===== config.mk =====
export PLATFORM = sky130hd
export DESIGN_NAME = ahb_fifo_rd_ctrl
export DESIGN_NICKNAME = d
export VERILOG_FILES = /design/src/rtl/ahb_fifo_pkg.sv /design/src/rtl/ahb_fifo_rd_oreg.sv /design/src/rtl/ahb_fifo_rd_ctrl.sv
export SDC_FILE = /design/constraint.sdc
export NUM_CORES = 1
export LEC_CHECK = 0
export CAP_MARGIN = 20
export CORE_AREA = 2 2 112 114
export CTS_CLUSTER_SIZE = 28
export DETAILED_ROUTE_END_ITERATION = 6
export DIE_AREA = 0 0 114 116
export MAX_ROUTING_LAYER = met4
export PLACE_DENSITY = 0.64
export SKIP_LAST_GASP = 1
export SYNTH_ARGS = -nofsm -noshare
export SYNTH_HDL_FRONTEND = slang
export SYNTH_SLANG_ARGS = --single-unit

===== constraint.sdc =====
create_clock -name fifo_clk -period 2.61 [get_ports fifo_clk]
set_clock_uncertainty 0.1 [all_clocks]
set_input_delay 0.522 -clock fifo_clk [delete_from_list [all_inputs] [get_ports fifo_clk]]
set_output_delay 0.522 -clock fifo_clk [all_outputs]
set_load 0.005 [all_outputs]

===== src/rtl/ahb_fifo_pkg.sv =====
// Purpose: shared constants and entry layout for the AHB bridge FIFO (capture and read sides).
// Latency: n/a (package only).
// Backpressure: n/a (package only).
// Contents: entry width, default depth, field offsets of a captured AHB beat, pointer-width helper.
package ahb_fifo_pkg;

  localparam int AHB_FIFO_ENTRY_W    = 55;
  localparam int AHB_FIFO_DEPTH_DFLT = 4;

  // Field layout of one captured beat inside an entry (LSB offsets and widths).
  localparam int AHB_FIFO_DATA_LSB  = 0;
  localparam int AHB_FIFO_DATA_W    = 32;
  localparam int AHB_FIFO_ADDR_LSB  = 32;
  localparam int AHB_FIFO_ADDR_W    = 19;
  localparam int AHB_FIFO_SIZE_LSB  = 51;
  localparam int AHB_FIFO_SIZE_W    = 3;
  localparam int AHB_FIFO_WRITE_BIT = 54;

  typedef struct packed {
    logic                       write;
    logic [AHB_FIFO_SIZE_W-1:0] size;
    logic [AHB_FIFO_ADDR_W-1:0] addr;
    logic [AHB_FIFO_DATA_W-1:0] data;
  } ahb_fifo_entry_t;

  // Pointer width for a ring of 'depth' entries; never narrower than one bit.
  function automatic int ahb_fifo_ptr_w(input int depth);
    return (depth > 1) ? $clog2(depth) : 1;
  endfunction

endpackage


===== src/rtl/ahb_fifo_rd_oreg.sv =====
// Purpose: one-entry valid/ready pipeline register used as the registered head stage of the FIFO.
// Latency: 1 cycle from in_vld&in_rdy to out_vld.
// Backpressure: in_rdy = !out_vld | out_rdy, so back-to-back transfers run at full throughput.
// Ports: clk/rst (sync, active-high), in_vld/in_rdy/in_dat upstream, out_vld/out_rdy/out_dat downstream.
// Only built when AHB_FIFO_RD_OREG_EN is defined, since only that configuration instantiates it.
`ifdef AHB_FIFO_RD_OREG_EN
module ahb_fifo_rd_oreg
  import ahb_fifo_pkg::*;
#(
  parameter int WIDTH = AHB_FIFO_ENTRY_W
) (
  input  logic             clk,
  input  logic             rst,
  input  logic             in_vld,
  output logic             in_rdy,
  input  logic [WIDTH-1:0] in_dat,
  output logic             out_vld,
  input  logic             out_rdy,
  output logic [WIDTH-1:0] out_dat
);

  logic             vld_q, vld_d;
  logic [WIDTH-1:0] dat_q, dat_d;
  logic             load;

  // Slot is free when empty or when the current beat leaves this cycle.
  assign in_rdy = ~vld_q | out_rdy;
  assign load   = in_vld & in_rdy;

  always_comb begin
    vld_d = vld_q;
    dat_d = dat_q;
    if (load) begin
      vld_d = 1'b1;
      dat_d = in_dat;
    end else if (vld_q && out_rdy) begin
      vld_d = 1'b0;
    end
  end

  always_ff @(posedge clk) begin
    if (rst) begin
      vld_q <= 1'b0;
      dat_q <= '0;
    end else begin
      vld_q <= vld_d;
      dat_q <= dat_d;
    end
  end

  assign out_vld = vld_q;
  assign out_dat = dat_q;

endmodule
`endif


===== src/rtl/ahb_fifo_rd_ctrl.sv =====
// Purpose: pointer/read-side controller for the AHB bridge FIFO; drives external entry load strobes, muxes head.
// Latency: push->pop_vld 1 cycle (2 cycles with AHB_FIFO_RD_OREG_EN defined).
// Backpressure: push_rdy drops when storage holds DEPTH beats; head held until pop_rdy.
// Ports: fifo_clk/fifo_rst (sync, active-high); push_vld/push_rdy producer side; entry_create_en one-hot
//   load strobe and entry_data concatenated entry outputs (entry i at [i*WIDTH +: WIDTH]);
//   pop_vld/pop_rdy/pop_data consumer side; fifo_cnt/fifo_empty/fifo_full status.
// Option macro AHB_FIFO_RD_OREG_EN: adds a registered output stage (capacity DEPTH+1, counted in fifo_cnt).
module ahb_fifo_rd_ctrl
  import ahb_fifo_pkg::*;
#(
  parameter int DEPTH = AHB_FIFO_DEPTH_DFLT,
  parameter int WIDTH = AHB_FIFO_ENTRY_W,
  parameter int CNT_W = 3
) (
  input  logic                   fifo_clk,
  input  logic                   fifo_rst,
  input  logic                   push_vld,
  output logic                   push_rdy,
  output logic [DEPTH-1:0]       entry_create_en,
  input  logic [DEPTH*WIDTH-1:0] entry_data,
  output logic                   pop_vld,
  input  logic                   pop_rdy,
  output logic [WIDTH-1:0]       pop_data,
  output logic [CNT_W-1:0]       fifo_cnt,
  output logic                   fifo_empty,
  output logic                   fifo_full
);

  localparam int               PTR_W    = ahb_fifo_ptr_w(DEPTH);
  localparam logic [PTR_W-1:0] PTR_LAST = PTR_W'(DEPTH - 1);
  localparam logic [CNT_W-1:0] ST_FULL  = CNT_W'(DEPTH);

  logic [PTR_W-1:0] wr_ptr_q, wr_ptr_d;
  logic [PTR_W-1:0] rd_ptr_q, rd_ptr_d;
  logic [CNT_W-1:0] st_cnt_q, st_cnt_d;

  logic             push_acc;
  logic             head_vld;
  logic             head_pop;
  logic [WIDTH-1:0] head_dat;

  // Storage-only fullness: a pop in the same cycle does not open a slot for the push.
  assign push_rdy = (st_cnt_q != ST_FULL);
  assign push_acc = push_vld & push_rdy;
  assign head_vld = (st_cnt_q != '0);

  always_comb begin
    entry_create_en = '0;
    for (int i = 0; i < DEPTH; i++) begin
      if (push_acc && (wr_ptr_q == PTR_W'(i))) begin
        entry_create_en[i] = 1'b1;
      end
    end
  end

  // Head mux; when storage is empty this still shows entry[rd_ptr], qualified off by head_vld.
  always_comb begin
    head_dat = entry_data[WIDTH-1:0];
    for (int i = 1; i < DEPTH; i++) begin
      if (rd_ptr_q == PTR_W'(i)) begin
        head_dat = entry_data[i*WIDTH +: WIDTH];
      end
    end
  end

  always_comb begin
    wr_ptr_d = wr_ptr_q;
    rd_ptr_d = rd_ptr_q;
    st_cnt_d = st_cnt_q;
    // Explicit wrap compare so non-power-of-two depths work.
    if (push_acc) begin
      wr_ptr_d = (wr_ptr_q == PTR_LAST) ? '0 : wr_ptr_q + PTR_W'(1);
    end
    if (head_pop) begin
      rd_ptr_d = (rd_ptr_q == PTR_LAST) ? '0 : rd_ptr_q + PTR_W'(1);
    end
    case ({push_acc, head_pop})
      2'b10:   st_cnt_d = st_cnt_q + CNT_W'(1);
      2'b01:   st_cnt_d = st_cnt_q - CNT_W'(1);
      default: st_cnt_d = st_cnt_q;
    endcase
  end

  always_ff @(posedge fifo_clk) begin
    if (fifo_rst) begin
      wr_ptr_q <= '0;
      rd_ptr_q <= '0;
      st_cnt_q <= '0;
    end else begin
      wr_ptr_q <= wr_ptr_d;
      rd_ptr_q <= rd_ptr_d;
      st_cnt_q <= st_cnt_d;
    end
  end

`ifdef AHB_FIFO_RD_OREG_EN
  logic stage_in_rdy;

  ahb_fifo_rd_oreg #(
    .WIDTH (WIDTH)
  ) u_oreg (
    .clk     (fifo_clk),
    .rst     (fifo_rst),
    .in_vld  (head_vld),
    .in_rdy  (stage_in_rdy),
    .in_dat  (head_dat),
    .out_vld (pop_vld),
    .out_rdy (pop_rdy),
    .out_dat (pop_data)
  );

  // Storage head leaves whenever the stage takes it, independent of the consumer.
  assign head_pop = head_vld & stage_in_rdy;
  assign fifo_cnt = st_cnt_q + CNT_W'(pop_vld);
`else
  assign pop_vld  = head_vld;
  assign pop_data = head_dat;
  assign head_pop = pop_vld & pop_rdy;
  assign fifo_cnt = st_cnt_q;
`endif

  assign fifo_empty = (fifo_cnt == '0);
  assign fifo_full  = ~push_rdy;

`ifndef SYNTHESIS
  a_no_push_full: assert property (@(posedge fifo_clk) disable iff (fifo_rst)
    !(push_acc && (st_cnt_q == ST_FULL)));
  a_no_pop_empty: assert property (@(posedge fifo_clk) disable iff (fifo_rst)
    !(pop_vld && pop_rdy && (fifo_cnt == '0)));
  a_create_onehot0: assert property (@(posedge fifo_clk) disable iff (fifo_rst)
    $onehot0(entry_create_en));
`endif

endmodule


---- Yosys cells after proc, flatten, opt, wreduce, memory -nomap -nowiden ----
Index checks and enable logic that the tools add are counted.
storage, ports and cells
  output and inout port bits .............. 66
  RAM bits ................................ 0
  ROM bits ................................ 0
  input port bits ......................... 224
  memories ................................ 0
  register bits after elaboration ......... 7
  word-level logic and storage cells ...... 37
  latch bits .............................. 0
operators by class
  reduce and logical (&&, ||, !) cells .... 8
  order comparisons ....................... 0
  eq/ne operators ......................... 9
  add/subtract/negate cells ............... 4
  bitwise gates (word level) .............. 3
  mux-type cells .......................... 10
  shift operators ......................... 0
  div/mod/pow operators ................... 0
  multiply operators ...................... 0
operator list
  operator             count
  $mux 55              3
  $eq 2x2->1 const B   5
  $eq 2x1->1 const B   3
  $pmux 3 s2           1
  $add 2x1->2 const B  2
  $logic_and 1x1->1    4
  $mux 1               4
  $mux 2               2
  $add 3x1->3 const B  1
  $logic_not 3->1      1
  $ne 3x3->1 const B   1
  $reduce_bool 3->1    1
  $sub 3x1->3 const B  1
  $and 1x1->1          2
  $logic_not 2->1      1
  $reduce_bool 2->1    1
  $not 1->1            1

---- Longest topological paths before layout ----
Gate-level depths: netlist of the first run.
  depth in word-level cells ............... 4
  mapped depth ............................ 10
  depth with buffers taken out ............ 9

---- Worst setup path before layout of the first run ----
OpenSTA, ideal clock, no wires.
  path kind ............................... register to register
  from .................................... register st_cnt_q[2] (netlist: fifo_cnt[2])
  to ...................................... register st_cnt_q[2] (netlist: fifo_cnt[2])
  cell stages (with the launch flop) ...... 11
  path buffers ............................ 1
  arrival time ............................ 2.211 ns
  setup slack ............................. 0.229 ns
  library setup time ...................... 0.070 ns
  data required time ...................... 2.440 ns
  clock period less this slack ............ 2.381 ns
  path through ............................ dfxtp_1 -> or3b_1 -> buf_6 -> and2_4 -> inv_1 -> ha_1 -> inv_1 -> fa_1 -> xor2_1 -> or3_1 -> a21oi_1
on the way
  cells in the longest elaborated chain, start to end .. 4
  elaborated cells on any way between the ends .. 10
  those cells by class .................... add/sub (2); eq/ne (3); mux (1); bitwise (2); reduce/logical (2)
ends and longest elaborated chain
  item                                             line                    source
  start: declaration                               ahb_fifo_rd_ctrl.sv:35  logic [CNT_W-1:0] st_cnt_q, st_cnt_d;
  start signal: assignment                         ahb_fifo_rd_ctrl.sv:92  st_cnt_q <= st_cnt_d;
  $ne 3x3->1 *                                     ahb_fifo_rd_ctrl.sv:43  assign push_rdy = (st_cnt_q != ST_FULL);
  net push_rdy                                     ahb_fifo_rd_ctrl.sv:18  output logic push_rdy,
  $and 1x1->1 *                                    ahb_fifo_rd_ctrl.sv:44  assign push_acc = push_vld & push_rdy;
  $eq 2x1->1 or $eq 2x2->1 (tied branches)         ahb_fifo_rd_ctrl.sv:77  case ({push_acc, head_pop})
  $pmux 3 s2 or $reduce_bool 2->1 (tied branches)  -
The timed path passes the listed nets; every way through them passes the cells marked *.
A chain may end at the register's enable or synchronous reset.

---- Worst setup path in the final report of the first run ----
  from .................................... register rd_ptr_q[1]
  to ...................................... output port pop_data[40]
on the way
  cells in the longest elaborated chain, start to end .. 4
  elaborated cells on any way between the ends .. 6
  those cells by class .................... eq/ne (3); mux (3)
ends and longest elaborated chain
  item                      line                    source
  start: declaration        ahb_fifo_rd_ctrl.sv:34  logic [PTR_W-1:0] rd_ptr_q, rd_ptr_d;
  start signal: assignment  ahb_fifo_rd_ctrl.sv:91  rd_ptr_q <= rd_ptr_d;
  $eq 2x1->1                ahb_fifo_rd_ctrl.sv:60  if (rd_ptr_q == PTR_W'(i)) begin
  $mux 55 (2 in a row)      ahb_fifo_rd_ctrl.sv:60
  $mux 55 *                 ahb_fifo_rd_ctrl.sv:60
  end: declaration          ahb_fifo_rd_ctrl.sv:23  output logic [WIDTH-1:0] pop_data,
Mark *: on every way between the ends. The rest lies on a longest branch, timed or not.

==> results.yml, run 1 <==
clocking:
  clock-sinks: 7
  cts_buffer_depth: 2
  cts_tree: "done"
  clock-root-buffer: "clkbuf_16"
  clkTransAtPathRegs_ns: 0.04
  htree_levels: 1
  clk_latency_ns: 0.24
  cts_made_buffers: 3
timing:
  tns_ns: -1.36
  worst_pin_slew_ns: 0.356
  relSlewSlack_pct: 76.2
  max_freq_ghz: 0.371
  min_period_ns: 2.70
  fin_crit_sh_pct: 103
  slew_viol_final: 0
  grt_setup_unrepaired: "true"
  setup_violations: 34
  fin_ws_ns: -0.0860
  hold_viol_final: 0
drt:
  ant_nets: 0
  drcViolationCount: 0
  wl_per_cell_um: 16.6
  firstDrtPassIters: 4
  first_iter_violations: 121
  drt_wl_total_um: 12400
  num_vias: 3289
  viasPerCell: 4.42
global_route:
  grt_max_degree: 49
  gr-usage-all-layers_pct: 17.8
  grt_pass1_vias: 3350
  grt_pass1_wl_um: 17900
  grt_antenna_before_repair: 1
  overflow: 0
synth:
  syn_area_sq_mm: 0.00227
  syn_inst: 300
  synth.area.top_cells: "mux2_2 26%, mux2i_1 24%, o21ai_0 12%, nand2_1 9.3%, dfxtp_1 6.2%"
  synth_top_area_cell: "mux2_2"
  yosysWarnings: 0
  ys_ff_latch: 7
  avgSynthCellArea_sq_um: 7.56
  synth_nets: 533
  synth_top_area_share_pct: 26.3
  ys_types: 28
  ys_seq_area_share_pct: 6.18
final_layout:
  area_growth_pct: 154
  drive_gt1_share_pct: 19.3
  fillers: 1148
  layout_commonest_cell: "clkdlybuf4s50_1"
  layout.area.seq_sq_um: 145
  instances_no_fill: 744
  multi_input_area_sq_mm: 0.00202
  final_cell_mix: "263 x clkdlybuf4s50_1, 56 x nand2_1, 53 x mux2_2, 49 x mux2i_1, 44 x o21ai_0"
  nets: 830
critical_path:
  r2r-start: "fifo_cnt[2]"
  critPathLaunchType: "flip-flop"
  crit_chain: "inv_2, ha_4, buf_12, mux2i_1, o21ai_0, mux2_2, clkdlybuf4s50_1"
  worstSetupStartpoint: "rd_ptr_q[1]"
  r2r_slack_ns: 0.18
  worst_r2r_endpoint: "fifo_cnt[2]"
  crit_path_end: "pop_data[40]"
  endpoint_kind: "output port"
  crit_type: "flip-flop to output port"
  reg2reg_depth: 9
  crit_fanout: 14
  critPathArrivalTime_ns: 2.07
  slowest_stage: "clkdlybuf4s50_1"
  critPathRequiredTime_ns: 1.99
  cp_slowest_stage_delay_ns: 0.49
run_status:
  outcome: "finished with violations"
  violations: "setup timing"
die:
  dieArea_sq_mm: 0.0132
  die_h_um: 116
  coreArea_sq_mm: 0.0119
  ios: 290
  row_count: 40
  initial_utilization_pct: 19.0
  die_w_um: 114
pwr:
  powerDensity_mw_per_mm2: 701
  ir_drop_mv: 0.432
  p_total_mw: 4.03
  leakage_nw: 2.13
min_path:
  hold_class: "flip-flop to flip-flop"
job:
  max_cap_viol_count: 0
placed_design:
  dp_cells: 723
  gp_congestion: 0.834
  port_buffers: 289
  hpwl_um: 9920
worst min-delay path by stage:
stage                startpoint           to  slack, ns  depth (start not counted)
floorplan           rd_ptr_q[0]  rd_ptr_q[0]       0.40                          2
global placement    fifo_cnt[2]  fifo_cnt[2]       0.42                          2
detailed placement  fifo_cnt[2]  fifo_cnt[2]       0.45                          2
CTS                 fifo_cnt[2]  fifo_cnt[2]       0.45                          2
global route        fifo_cnt[2]  fifo_cnt[2]       0.48                          2
finish              fifo_cnt[2]  fifo_cnt[2]       0.45                          2
report_power, final:
| part | internal [mW] | total (mW) | switching [mW] |
|---|---|---|---|
| logic | 2.24 | 3.56 | 1.32 |
| registers | 0.151 | 0.200 | 0.0488 |
| clock network | 0.204 | 0.268 | 0.0640 |
area by class of cell:
cell class / instances / area share (%)
diodes: 1 / 0.0435
clock buffers: 4 / 1.37
inverters: 10 / 0.653
multi-input cells: 257 / 35.2
flip-flops and latches: 7 / 2.52
well taps: 147 / 3.20
repair buffers: 318 / 57.0
synthesized netlist by cell type, drive strengths merged:
master	count
nand3	2
and2	1
nor3	2
buf	14
o31ai	2
mux2	55
mux2i	55
and3	4
o21ai	56
clkbuf	12
inv	10
a21o	1
dfxtp	7
fa	1
nor2	4
xor2	2
nand2	56
a21oi	3
ha	8
or3	2
or3b	1
o31a	1
a211oi	1
worst max-delay path, delay by kind of cell, from the launching register on:
family,cells,cell delay [ns]
compound gates,1,0.10
fa+ha+maj,1,0.23
buf+inv,3,0.73
flops,1,0.31
mux,2,0.46
flip-flops by register name, summed over array words and instances, names as in the netlist:
signal and flops:
fifo_cnt 3, rd_ptr_q 2, wr_ptr_q 2
timing repair:
item	CTS	global route
cloned	2	0
setup buffers	8	6
pin swaps	1	3
hold buffers	0	0
endpoints found under the hold margin	0	0
resized for setup	29	44
setup endpoints to repair	55	48
metal layers:
metal / vias to the layer above / global-route usage (%) / part of all wire [%]
li1: 1662 / - / -
met1: 1466 / 20.3 / 40
met2: 146 / 31.2 / 50
met3: 15 / 4.76 / 8.0
met4: 0 / 3.98 / 1.4
met5: - / - / 0
cell families (layout without fill, tap and decap cells):
kind of cell / Yosys count / after routing / synth area share (%)
xor gates and xnor gates: 2 / 2 / 0.772
AOI/OAI and AO/OA: 64 / 64 / 15.0
and+or+nand+nor: 72 / 72 / 13.5
DFF: 7 / 7 / 6.18
adders and majority gates: 9 / 9 / 5.30
other: 0 / 1 / 0
muxes: 110 / 110 / 51.6
buffers and inverters: 36 / 332 / 7.67
through the flow:
stage	hold slack (ns)	area [sq um]	setup WS (ns)	utilization, %
6_report	0.450	5750	-0.0860	48.3
3_3_place_gp	0.415	5430	0.0123	45.6
2_1_floorplan	0.397	2270	0.229	-
3_5_place_dp	0.446	5430	-0.00592	45.6
5_1_grt	0.476	5750	-0.189	48.3
4_1_cts	0.453	5670	-0.132	47.6
Power figures use the tool's default switching activity.
==> inputs of run 2 (changes only) <==
- clock period: 2.61 -> 2.5 ns (I/O delays scaled with it)
==> run 2 against run 1 <==
Net effect:
- the flow still finishes with violations (setup timing)
- combinational power grew 6.2%
- cell area grew 0.78%
- sequential share of layout area barely moved
- power grew 6.0%
- flip-flop and latch count is the same
- setup slack gained 0.037 ns
- non-clock buffer count grew 14
- cell count rose by 1.7%
- sequential power is 5% higher
- via count rose by 3.4%
- die area did not move
- count of clock-buffer cells in the layout unchanged
- largest cell class unchanged
- largest power group unchanged
==> results.yml, run 2 (same netlist as run 1, synthesis figures left out) <==
run_status:
  outcome: "finished with violations"
  violations: "setup timing"
die:
  coreArea_sq_mm: 0.0119
  die_h_um: 116
  ios: 290
  dieArea_sq_mm: 0.0132
  row_count: 40
  initial_utilization_pct: 19.0
  die_w_um: 114
clocking:
  cts-hold-fix-buffers: 0
  clock-sinks: 7
  cts_made_buffers: 3
  cts_buffer_depth: 2
  clock-root-buffer: "clkbuf_16"
  cts_tree: "done"
  htree_levels: 1
  clkTransAtPathRegs_ns: 0.04
  clk_latency_ns: 0.23
pwr:
  combPwrFrac_pct: 88.6
  internal_power_mw: 2.68
  p_total_mw: 4.27
  leakage_nw: 2.28
  p_sw_share_pct: 37.2
  powerDensity_mw_per_mm2: 737
  clockPowerShare_pct: 6.5
  p_sw_mw: 1.59
  ir_drop_mv: 0.465
  p_seq_share_pct: 4.9
final_layout:
  instances_no_fill: 757
  largest_reg_flops: 3
  nets: 844
  diodes: 0
  final_cell_mix: "234 x clkdlybuf4s50_1, 56 x nand2_1, 51 x mux2i_1, 48 x mux2_2, 41 x o21ai_0"
  drive_gt1_share_pct: 24.8
  layout_commonest_cell: "clkdlybuf4s50_1"
  area_growth_pct: 155
global_route:
  grt_pass1_vias: 3534
  grt_antenna_before_repair: 0
  gr-usage-all-layers_pct: 17.8
  overflow: 0
  grt_max_degree: 49
  grt_pass1_wl_um: 18000
job:
  max_cap_viol_count: 0
timing:
  slew_viol_final: 0
  grt_setup_unrepaired: "true"
  relSlewSlack_pct: 76.5
  fin_hold_ws_ns: 0.409
  setup_violations: 11
  worst_pin_slew_ns: 0.352
  fin_crit_sh_pct: 102
  min_period_ns: 2.55
  max_freq_ghz: 0.392
  fin_ws_ns: -0.0495
  tns_ns: -0.308
  hold_viol_final: 0
placed_design:
  gp_congestion: 0.795
  pre_cts_ws_ns: -0.0462
  dp_cells: 729
  hpwl_um: 9910
  port_buffers: 289
drt:
  wl_per_cell_um: 17.3
  viasPerCell: 4.49
  first_iter_violations: 131
  drt_wl_total_um: 13100
  firstDrtPassIters: 5
  ant_nets: 0
  num_vias: 3402
  drcViolationCount: 0
critical_path:
  slowest_stage: "dfxtp_2"
  cp_slowest_stage_delay_ns: 0.32
  crit_fanout: 6
  critPathArrivalTime_ns: 1.95
  crit_chain: "inv_2, ha_4, buf_12, buf_4, buf_12, buf_4, mux2i_2, o21ai_1, mux2_2, clkbuf_2"
  critPathTopFamily: "buffers and inverters"
  endpoint_kind: "output port"
  critPathRequiredTime_ns: 1.90
  crit_type: "flip-flop to output port"
  critPathBufInv: 6
  critPathLaunchType: "flip-flop"
min_path:
  hold_class: "flip-flop to flip-flop"
## run 2: cell count changes in the layout (fill, tap and decap cells not counted), moves of 7 or more
cell	change
clkbuf_2	+8
buf_2	+10
clkdlybuf4s50_1	-29
buf_4	+10
dlygate4sd2_1	+7
## run 2: power groups by stage
stage,sequential (mW),combinational [mW],clock (mW)
6_report,0.211,3.78,0.276
5_1_grt,0.223,4.10,0.281
4_1_cts,0.209,3.69,0.282
3_5_place_dp,0.203,3.55,0
3_3_place_gp,0.200,3.52,0
2_1_floorplan,0.193,1.60,0
## run 2: routing by layer
metal	part of all wire [%]	track usage, %	vias to the layer above
met5	0	-	-
met4	1.7	4.31	0
met3	8.4	4.13	20
met2	51	31.9	156
met1	39	20.0	1539
li1	-	-	1687
## run 2: tightest hold or removal path, stage by stage, from the launching register on
cell and delay, ns:
dfxtp_2 0.33, o21ai_0 0.07, a21oi_1 0.06
## run 2: repair_timing
action                     4_1_cts  5_1_grt
setup endpoints to repair       55       53
pin swaps                        4        7
setup buffers                   16        4
gates cloned                     3        3
gates resized for setup        112       57
## run 2: final timing paths
path	depth (start not counted)	endpoint	start	slack [ns]
max reg2reg	9	fifo_cnt[2]	fifo_cnt[0]	0.15
min reg2reg	2	fifo_cnt[2]	fifo_cnt[2]	0.41
max	10	pop_data[13]	rd_ptr_q[1]	-0.05
min	2	fifo_cnt[2]	fifo_cnt[2]	0.41
## run 2: through the flow
step | area [sq um] | util (%)
5_1_grt | 5800 | 48.7
3_3_place_gp | 5470 | 45.9
4_1_cts | 5740 | 48.2
6_report | 5800 | 48.7
2_1_floorplan | 2270 | -
3_5_place_dp | 5470 | 45.9
## run 2: area by class of cell
class	instances	area [sq um]
repair buffers	332	3330
clock buffers	4	78.8
well taps	147	184
flip-flops and latches	7	149
multi-input cells	257	2020
inverters	10	37.5
fillers	1180	6120
==> inputs of run 3 (changes only) <==
- SKIP_CTS_REPAIR_TIMING: default -> 1
- SLEW_MARGIN: default -> 10
==> run 3 against run 2 <==
Net effect:
- the flow still finishes with violations (setup timing)
- first-iteration DRC count grew 0.76%
- cell count is 2.0% lower
- sequential power hardly changed
- power decreased by 1.6%
- flip-flop and latch count is the same
- largest cell class unchanged
- die area unchanged
- critical path type unchanged
- count of clock-buffer cells in the layout unchanged
- clock power barely moved
- global-route usage down 0.81 points
- non-clock buffer count down 15
- sequential share of layout area about the same
- critical path depth is 3 lower
==> results.yml, run 3 (same netlist as run 1, synthesis figures left out) <==
run_status:
  outcome: "finished with violations"
  violations: "setup timing"
die:
  die_w_um: 114
  die_h_um: 116
  dieArea_sq_mm: 0.0132
  coreArea_sq_mm: 0.0119
  row_count: 40
  ios: 290
  initial_utilization_pct: 19.0
critical_path:
  endpoint_kind: "output port"
  cp_slowest_stage_delay_ns: 0.49
  critPathArrivalTime_ns: 2.05
  crit_type: "flip-flop to output port"
  crit_fanout: 15
  slowest_stage: "clkdlybuf4s50_1"
  critPathRequiredTime_ns: 1.90
  critPathLaunchType: "flip-flop"
  r2r_slack_ns: 0.15
  crit_chain: "inv_2, ha_4, buf_12, mux2i_1, o21ai_0, mux2_2, clkdlybuf4s50_1"
final_layout:
  nets: 829
  layout.area.seq_sq_um: 149
  diodes: 0
  layout_commonest_cell: "clkdlybuf4s50_1"
  area_growth_pct: 153
  fillers: 1171
  final_cell_mix: "269 x clkdlybuf4s50_1, 56 x nand2_1, 54 x mux2i_1, 53 x o21ai_0, 53 x mux2_2"
  largest_reg_flops: 3
  drive_gt1_share_pct: 17.8
  multi_input_area_sq_mm: 0.00200
  post-route-util_pct: 48.2
timing:
  slew_viol_final: 0
  max_freq_ghz: 0.378
  fin_ws_ns: -0.148
  fin_crit_sh_pct: 106
  relSlewSlack_pct: 76.6
  min_period_ns: 2.65
  setup_violations: 36
  worst_pin_slew_ns: 0.350
  tns_ns: -3.58
  hold_viol_final: 0
  grt_setup_unrepaired: "true"
global_route:
  overflow: 0
  gr-usage-all-layers_pct: 17.0
  grt_antenna_before_repair: 0
  grt_max_degree: 49
  grt_pass1_vias: 3423
  grt_pass1_wl_um: 17400
clocking:
  cts_buffer_depth: 2
  clock-root-buffer: "clkbuf_16"
  htree_levels: 1
  cts_made_buffers: 3
  clock-sinks: 7
  cts_tree: "done"
  clk_latency_ns: 0.23
  clkTransAtPathRegs_ns: 0.04
drt:
  drcViolationCount: 0
  firstDrtPassIters: 4
  first_iter_violations: 132
  ant_nets: 0
  wl_per_cell_um: 16.8
  viasPerCell: 4.51
  drt_wl_total_um: 12500
  num_vias: 3344
min_path:
  hold_class: "flip-flop to flip-flop"
job:
  max_cap_viol_count: 0
pwr:
  powerDensity_mw_per_mm2: 732
  p_total_mw: 4.20
  leakage_nw: 2.21
  ir_drop_mv: 0.475
placed_design:
  port_buffers: 289
  gp_congestion: 0.795
  hpwl_um: 9910
run 3: cell types whose count changed in the layout (fill, tap and decap cells not counted), moves of 10 or more:
cell and delta:
buf_2 -10, clkbuf_2 -16, clkdlybuf4s50_1 +35, dlygate4sd2_1 -18, dlymetal6s2s_1 +10, o21ai_0 +12
o21ai_1 -12
run 3: final timing paths:
path | start | to | cells past startpoint
max | rd_ptr_q[1] | pop_data[31] | 7
min | fifo_cnt[2] | fifo_cnt[2] | 2
max reg2reg | fifo_cnt[2] | fifo_cnt[2] | 9
min reg2reg | fifo_cnt[2] | fifo_cnt[2] | 2
run 3: per-stage QoR:
stage	setup slack, ns	std cells	cell area, sq um	hold slack (ns)
floorplan	0.119	300	2270	0.397
global placement	-0.0515	729	5470	0.414
detailed placement	-0.0462	729	5470	0.432
CTS	-0.294	733	5550	0.443
global route	-0.260	742	5740	0.463
finish	-0.148	742	5740	0.411
run 3: report_power, final:
| group | total, mW | switching (mW) | internal, mW | leakage [nW] |
|---|---|---|---|---|
| combinational | 3.71 | 1.37 | 2.34 | 2.11 |
| clock | 0.277 | 0.0641 | 0.213 | 0.0382 |
| sequential | 0.212 | 0.0499 | 0.163 | 0.0598 |
| total | 4.20 | 1.49 | 2.71 | 2.21 |
run 3: worst max-delay path: cells and delay by family (launching register included):
family	cells	cell delay [ns]
buffers and inverters	3	0.74
multiplexers	2	0.47
AO/OA/AOI/OAI	1	0.08
flip-flops	1	0.31
adder cells (fa/ha/maj)	1	0.20
run 3: layer usage:
layer | track usage (%) | up-vias | routed length, um
li1 | - | 1654 | -
met2 | 30.6 | 155 | 6370
met1 | 19.0 | 1517 | 4850
met5 | - | - | 0
met3 | 3.66 | 18 | 1030
met4 | 4.31 | 0 | 208
run 3: layout make-up:
| type | instances | share of cell area, % |
|---|---|---|
| Sequential cell | 7 | 2.59 |
| Multi-Input combinational cell | 257 | 34.8 |
| Clock buffer | 4 | 1.37 |
| Inverter | 10 | 0.654 |
| Timing Repair Buffer | 317 | 57.3 |
| Tap cell | 147 | 3.21 |
